--- config.mk ---
export PLATFORM = sky130hd
export DESIGN_NAME = fetch_ctl
export DESIGN_NICKNAME = d
export VERILOG_FILES = /design/src/rtl/rv32_pkg.sv /design/src/rtl/fetch_buf.sv /design/src/rtl/fetch_ctl.sv
export SDC_FILE = /design/constraint.sdc
export NUM_CORES = 1
export LEC_CHECK = 0
export ABC_AREA = 0
export ABC_CLOCK_PERIOD_IN_PS = 9000
export BUFFER_PORTS_ARGS = -buffer_cell sky130_fd_sc_hd__clkbuf_2
export CAP_MARGIN = 20
export CORE_AREA = 2 2 140 142
export DETAILED_ROUTE_END_ITERATION = 8
export DIE_AREA = 0 0 142 144
export PLACE_DENSITY = 0.86
export SYNTH_ARGS = -nofsm -noshare
export SYNTH_HDL_FRONTEND = slang
export SYNTH_SLANG_ARGS = --single-unit
--- constraint.sdc ---
create_clock -name clk -period 9 [get_ports clk]
set_input_delay 1.8 -clock clk [delete_from_list [all_inputs] [get_ports clk]]
set_output_delay 1.8 -clock clk [all_outputs]
set_load 0.02 [all_outputs]
--- src/rtl/rv32_pkg.sv ---
// Shared RV32 fetch types: NOP encoding, fetch FSM states and the buffered fetch entry.
package rv32_pkg;

   localparam int          XLEN   = 32;
   localparam logic [31:0] RV_NOP = 32'h0000_0013;

   typedef enum logic [1:0] {
      BOOT,
      RUN,
      FLUSH
   } fetch_state_e;

   typedef struct packed {
      logic [XLEN-1:0] pc;
      logic [XLEN-1:0] inst;
   } fetch_entry_t;

   function automatic logic [XLEN-1:0] word_align(input logic [XLEN-1:0] a);
      return a & ~32'h3;
   endfunction

endpackage

--- src/rtl/fetch_buf.sv ---
// Synchronous FIFO of fetched {pc, inst} entries with single-cycle flush.
module fetch_buf
   import rv32_pkg::*;
#(
   parameter int DEPTH = 2
) (
   input  logic                   clk,
   input  logic                   rst,
   input  logic                   flush,
   input  logic                   push,
   input  fetch_entry_t           push_data,
   input  logic                   pop,
   output fetch_entry_t           head,
   output logic [$clog2(DEPTH):0] count,
   output logic                   full,
   output logic                   empty
);

   localparam int AW = $clog2(DEPTH);

   fetch_entry_t  mem [DEPTH];
   logic [AW-1:0] wr_ptr;
   logic [AW-1:0] rd_ptr;
   logic          do_push;
   logic          do_pop;

   assign do_push = push && !full;
   assign do_pop  = pop && !empty;
   assign head    = mem[rd_ptr];
   assign full    = (count == (AW+1)'(DEPTH));
   assign empty   = (count == '0);

   always_ff @(posedge clk) begin
      if (rst || flush) begin
         wr_ptr <= '0;
         rd_ptr <= '0;
         count  <= '0;
      end else begin
         wr_ptr <= wr_ptr + AW'(do_push);
         rd_ptr <= rd_ptr + AW'(do_pop);
         count  <= count + (AW+1)'(do_push) - (AW+1)'(do_pop);
      end
   end

   // Storage is pure data; pointers alone define validity.
   always_ff @(posedge clk) begin
      if (do_push) mem[wr_ptr] <= push_data;
   end

endmodule

--- src/rtl/fetch_ctl.sv ---
// Instruction-fetch front end: PC, imem request/response tracking, wrong-path drop, decode output.
// Optional FETCH_MISALIGN_CHK_EN: flag misaligned redirect targets (sticky until rst).
module fetch_ctl
   import rv32_pkg::*;
#(
   parameter logic [31:0] RESET_PC  = 32'h0000_0000,
   parameter int          BUF_DEPTH = 2,
   parameter int          MAX_OUTST = 2
) (
   input  logic        clk,
   input  logic        rst,
   input  logic        stall,
   input  logic        pcSel,
   input  logic [31:0] pc_target,
   output logic        imem_req,
   output logic [31:0] imem_addr,
   input  logic        imem_gnt,
   input  logic        imem_rvalid,
   input  logic [31:0] imem_rdata,
   output logic [31:0] inst,
   output logic [31:0] inst_pc,
   output logic        inst_valid,
   output logic        fetch_misalign
);

   localparam int CW  = $clog2(MAX_OUTST + 1);
   localparam int BCW = $clog2(BUF_DEPTH) + 1;

   fetch_state_e state, state_nxt;
   logic [31:0]  pc;
   logic [31:0]  rsp_pc;
   logic [CW-1:0] outst, outst_nxt;
   logic [CW-1:0] drop, drop_nxt;
   logic         issue, push, take, buf_push, buf_pop;
   fetch_entry_t buf_head, rsp_entry;
   logic [BCW-1:0] buf_count;
   logic         buf_full, buf_empty;

   assign imem_addr = pc;
   assign rsp_entry = '{pc: rsp_pc, inst: imem_rdata};

   always_comb begin
      state_nxt = state;
      drop_nxt  = drop;
      imem_req  = (state == RUN) && !pcSel && (int'(outst) < MAX_OUTST)
                  && (int'(buf_count) + int'(outst) < BUF_DEPTH);
      issue     = imem_req && imem_gnt;
      push      = imem_rvalid && !pcSel && (drop == '0);
      outst_nxt = outst + CW'(issue) - CW'(imem_rvalid);
      if (pcSel)
         drop_nxt = outst - CW'(imem_rvalid);
      else if (imem_rvalid && drop != '0)
         drop_nxt = drop - CW'(1);
      // A redirect kills the presented instruction, so nothing is taken that cycle.
      take      = !pcSel && (!stall || !inst_valid);
      buf_pop   = take && !buf_empty;
      buf_push  = push && !(take && buf_empty);
      case (state)
         BOOT:    state_nxt = RUN;
         RUN:     if (pcSel && outst != '0) state_nxt = FLUSH;
         FLUSH:   if (drop_nxt == '0) state_nxt = RUN;
         default: state_nxt = BOOT;
      endcase
   end

   always_ff @(posedge clk) begin
      if (rst) begin
         state      <= BOOT;
         pc         <= RESET_PC;
         rsp_pc     <= RESET_PC;
         outst      <= '0;
         drop       <= '0;
         inst       <= RV_NOP;
         inst_pc    <= '0;
         inst_valid <= 1'b0;
      end else begin
         state <= state_nxt;
         outst <= outst_nxt;
         drop  <= drop_nxt;
         // rsp_pc tracks the PC of the next surviving response; responses are in order.
         if (pcSel) begin
            pc     <= word_align(pc_target);
            rsp_pc <= word_align(pc_target);
         end else begin
            if (issue) pc     <= pc + 32'd4;
            if (push)  rsp_pc <= rsp_pc + 32'd4;
         end
         if (pcSel) begin
            inst       <= RV_NOP;
            inst_valid <= 1'b0;
         end else if (take) begin
            if (!buf_empty) begin
               inst       <= buf_head.inst;
               inst_pc    <= buf_head.pc;
               inst_valid <= 1'b1;
            end else if (push) begin
               inst       <= rsp_entry.inst;
               inst_pc    <= rsp_entry.pc;
               inst_valid <= 1'b1;
            end else begin
               inst       <= RV_NOP;
               inst_valid <= 1'b0;
            end
         end
      end
   end

   fetch_buf #(.DEPTH(BUF_DEPTH)) u_buf (
      .clk       (clk),
      .rst       (rst),
      .flush     (pcSel),
      .push      (buf_push),
      .push_data (rsp_entry),
      .pop       (buf_pop),
      .head      (buf_head),
      .count     (buf_count),
      .full      (buf_full),
      .empty     (buf_empty)
   );

   // The request rule keeps buf_count + outst <= BUF_DEPTH, so a full buffer never sees a response.
   assert property (@(posedge clk) disable iff (rst) !(imem_rvalid && buf_full));

`ifdef FETCH_MISALIGN_CHK_EN
   logic misalign;

   always_ff @(posedge clk) begin
      if (rst)
         misalign <= 1'b0;
      else if (pcSel && pc_target[1:0] != 2'b00)
         misalign <= 1'b1;
   end

   assign fetch_misalign = misalign;
`else
   assign fetch_misalign = 1'b0;
`endif

endmodule

[After elaboration in Yosys (flattened, before gate mapping)]
Memories as Yosys holds them, arrays and structs flattened. A register that Yosys moved wholly into a read port is not among the register bits.
Cells that the tools add are included.
Word-level totals
  flip-flop bits (word level): 139
  memory bits (writable): 128
  bits of input ports: 70
  output and inout port bits: 99
  word-level logic and storage cells: 85
  memories: 1
Operators by class
  add/subtract/negate cells: 11
  magnitude comparators: 2
  equal/unequal tests: 6
  multiplexer cells: 18
  bitwise logic cells: 1
  reductions and logical operators: 33
Memories
  u_buf.mem: words 2, width 64, rd ports 1, clocked after Yosys merged registers in 1, wr ports 1, line fetch_buf.sv:21  | fetch_entry_t mem [DEPTH];
Operators with widths (number)
  $mux 32: 8
  $add 32x3->32 const B: 2
  $logic_and 1x1->1: 14
  $logic_not 2->1: 4
  $mux 2: 4
  $reduce_bool 2->1: 4
  $logic_not 1->1: 6
  $pmux 2 s3: 1
  $sub 2x1->2: 3
  $mux 1: 5
  $add 2x1->2: 2
  $eq 2x2->1 const B: 2
  $ne 2x2->1 const B: 2
  $add 2x2->3: 1
  $lt 3x2->1 const B: 1
  $reduce_and 3->1: 1
  $add 1x1->1: 2
  $eq 2x1->1 const B: 1
  $logic_or 1x1->1: 2
  $lt 2x2->1 const B: 1
  $ne 2x1->1 const B: 1
  $reduce_and 2->1: 1
  $reduce_or 2->1: 1
  $sub 2x1->2 const B: 1
  $not 1->1: 1

[Longest topological paths before layout]
  word-level depth: 9
  depth in mapped cells: 14
  mapped depth without buffers: 12

[Cells and area by module]
Synthesis repeated with hierarchy kept, for this count alone.
Second synthesis, totals
  cell total of the unflattened synthesis: 967
  area total of the unflattened synthesis: 11447.2 sq um
Modules (own cells, without submodules)
  fetch_ctl: instances 1, cells each 745, area each 6432.4 sq um, seq. area each 2622.5 sq um
  fetch_buf: instances 1, cells each 222, area each 5014.8 sq um, seq. area each 3923.8 sq um

[Worst setup path before layout]
OpenSTA, ideal clock, no wires.
  path kind: input -> register
  from: input port pcSel
  to: memory u_buf.mem[1][0] (netlist bit) (enable)
  library setup time: 0.427 ns
  arrival: 4.245 ns
  data required time: 8.573 ns
  path slack: 4.328 ns
  stages on the path: 5
  path buffers: 3
  cell sequence: clkbuf_1 > clkbuf_1 > buf_1 > nor3_1 > ha_1
Between the ends
  cells in the longest elaborated chain, start to end: 8
  elaborated cells on any way between the ends: 10
  those cells by class: mux: 2; reduce/logical: 8
RTL lines
  start, declared: line fetch_ctl.sv:13  | input logic pcSel,
  $logic_not 1->1 *: line fetch_ctl.sv:48, fetch_ctl.sv:55
  $logic_and 1x1->1: line fetch_ctl.sv:55  | take = !pcSel && (!stall || !inst_valid);
  $logic_and 1x1->1: line fetch_ctl.sv:57  | buf_push = push && !(take && buf_empty);
  $logic_not 1->1: line fetch_ctl.sv:57
  $logic_and 1x1->1 *: line fetch_ctl.sv:57
  $logic_and 1x1->1 *: line fetch_buf.sv:27  | assign do_push = push && !full;
  $mux 1 *: line fetch_buf.sv:47  | if (do_push) mem[wr_ptr] <= push_data;
  $mux 1 (not written as such) *: line fetch_buf.sv:47
  end, declared: line fetch_buf.sv:21
Mark *: on every way between the ends. The rest lies on a longest branch, timed or not.

[Final worst setup path]
  from: input port pcSel
  to: output port imem_req
Between the ends
  cells in the longest elaborated chain, start to end: 4
RTL lines
  $logic_not 1->1: line fetch_ctl.sv:45  | imem_req = (state == RUN) && !pcSel && (int'(outst) < MAX_OUTST)
  $logic_and 1x1->1 (2 in series): line fetch_ctl.sv:45
  $logic_and 1x1->1: line fetch_ctl.sv:46  | && (int'(buf_count) + int'(outst) < BUF_DEPTH);
  end, declared: line fetch_ctl.sv:15  | output logic imem_req,
No other way between the ends.

==> reports/qor.yml <==
path_cells: "clkbuf_2, buf_4, nor2_1, and2_1, clkbuf_2"
ir_drop_mv: 0.1235
cp.required_ns: 7.20
finalClockSkew_ns: 0.008329
synthToLayoutAreaGrowth_pct: 15.20
cts_setup_buffers: 0
most-common-layout-cells: "clkbuf_2, dfxtp_1, nor2_1"
worstPathArrival_ns: 2.84
viasPerCell: 6.094
wl_per_cell_um: 18.60
fin_ws_ns: 4.361
setup_tns_ns: 0
grt_pass1_wl_um: 41030
vias: 8581
worstHoldPathCells: 2
synth_top_family_by_area: "simple AND/OR/NAND/NOR gates"
rows: 51
root_buffer: "clkbuf_16"
place_congestion: 0.9507
initial_core_util_pct: 58.71
synth.yosys.warnings: 0
hold_buffers: 0
clk_path_buf_depth: 3
clk_pin_slew_worst_paths_ns: 0.06
nFillCells: 1334
synthXorXnorAreaFrac_pct: 3.284
path_class: "in -> out"
layout_worst_path_cycle_share_pct: 51.54
postLayoutCoreUtil_pct: 67.63
grt_use_total_pct: 24.90
maxCapViolCount: 0
reg2regPathDepth: 12
synthSimpleGateAreaFrac_pct: 13.97
die_area_um2: 20450
synth_area_per_cell_um2: 10.97
drt_iter0_drc: 747
cts_buffers: 26
timing.rr.start: "u_buf.count[0]"
layout_commonest_cell: "clkbuf_2"
io_pins: 169
dp_slack_ns: 4.408
htree_levels: 1
worst_slew_pin_slew_ns: 0.9305
first_global_vias: 8008
fin_hold_ws_ns: 0.4899
min_period_ns: 4.639
place_hpwl_um: 16610
tritoncts: "yes"
nets: 1232
synth_top_flop_cell: "dfxtp_1"
die_x_um: 142
grt_max_degree: 87
netlist_instances: 1021
yosys_register_bits: 257
outcome: "finished, final reports clean"
synth_edf_count: 124
synthAdderAreaFrac_pct: 1.296
rsz0062_at_grt: "false"
clock-sinks: 257
dr.pass1.iters: 5
hp-start: "inst_pc[11]"
endpoint_kind: "output pin"
grt_overflow: 0
cpMostUsedCell: "clkbuf_2"
slew_headroom_pct: 37.96
async_flop_share_pct: 0
wirelength_um: 26190
dp_cells: 1361
core-area_um2: 19080
p_leak_nw: 4.760
start_kind: "primary input"
setup.worst_path.start: "pcSel"
p_per_area_nw_per_um2: 201.3
synth.area.mux_share_pct: 7.026
clock_latency_ns: 0.52
hold_path_class: "reg -> reg"
antenna_found_initial: 0
hold_viol_final: 0
max_freq_mhz: 215.6
synth_seq_area_share_pct: 57.02
synth_area_um2: 11200
die_h_um: 144
worst-path-max-fanout: 44
regArea_um2: 6387
setup_viol: 0
slowest_delay_ns: 0.40
antenna_left: 0
synth-compound-area-share_pct: 13.45
instances_no_fill: 1408
cts_resized: 0
slew_violations: 0
synth.distinct_cells: 65
numPortBuffers: 161
drive_gt1_share_pct: 23.33
drc: 0
num_antenna_cells: 0
crit_slowest_cell: "buf_4"
multi_input_area_um2: 4404
[cell families after synthesis]
logic type / after synthesis
fa+ha+maj: 11
other cells: 1
mux: 74
buf+inv: 96
xor+xnor: 42
compound gates: 234
flops: 257
simple gates: 306
[critical path, delay by kind of cell]
family / cells / cell delay, ns
buffers and inverters: 3 / 0.64
and+or+nand+nor: 2 / 0.36
[worst paths after layout]
path / slack [ns] / to
setup / recovery: 4.36 / imem_req
hold / removal: 0.49 / inst_pc[11]
setup reg to reg: 5.54 / outst[1]
hold reg to reg: 0.49 / inst_pc[11]
[registers in the layout, indices dropped and copies added (netlist names), 30 cells and up]
name,flops
rsp_pc,30
inst,32
inst_pc,30
imem_addr,30
u_buf.mem,124
[metal layers]
metal | track usage, % | wire [µm] | up-vias
met5 | 0 | 0 | -
met4 | 7.526 | 608 | 0
met3 | 3.278 | 2123 | 46
met2 | 40.88 | 12340 | 408
met1 | 34.81 | 11110 | 4099
li1 | - | - | 4028
[area by class of cell]
cell class              instances  share of cell area (%)
flip-flops and latches        257                   49.50
multi-input cells             672                   34.13
repair buffers                173                   6.943
clock buffers                  36                   5.731
well taps                     238                   2.308
clock inverters                11                  0.7757
inverters                      21                  0.6109
[synthesized netlist by cell type (5+ instances only)]
cell      instances  area, µm²
a211oi_1         44      330.3
a21boi_0          7      52.55
a21o_1            7      52.55
a21oi_1          68      340.3
a221oi_1         31      271.5
a31oi_1          12      75.07
and2_1            8      50.05
and3_1           10      62.56
buf_2             5      25.02
buf_4             7      52.55
clkbuf_1         53      198.9
dfxtp_1         133       2663
edfxtp_1        124       3724
ha_1             10      125.1
inv_1            20      75.07
mux2_2           37      416.7
mux2i_1          37      370.4
nand2_1          42      157.7
nand3_1          33      165.2
nand4_1          20      125.1
nor2_1          132      495.5
nor3_1           13      65.06
nor4_1            5      31.28
o21ai_0          42      210.2
o22ai_1           8      50.05
xnor2_1          16      140.1
xor2_1           26      227.7
[stage by stage]
step	total power [mW]	area, µm²
finish	2.597	12900
detailed placement	1.553	12060
CTS	2.603	12900
global route	2.678	12900
floorplan	1.472	11220
global placement	1.544	12060
[power breakdown]
part	internal, mW	switching, mW	total (mW)
Combinational	0.0821	0.145	0.227
Clock	0.628	0.437	1.06
Sequential	1.26	0.0441	1.31
(Power assumes the default switching activity.)
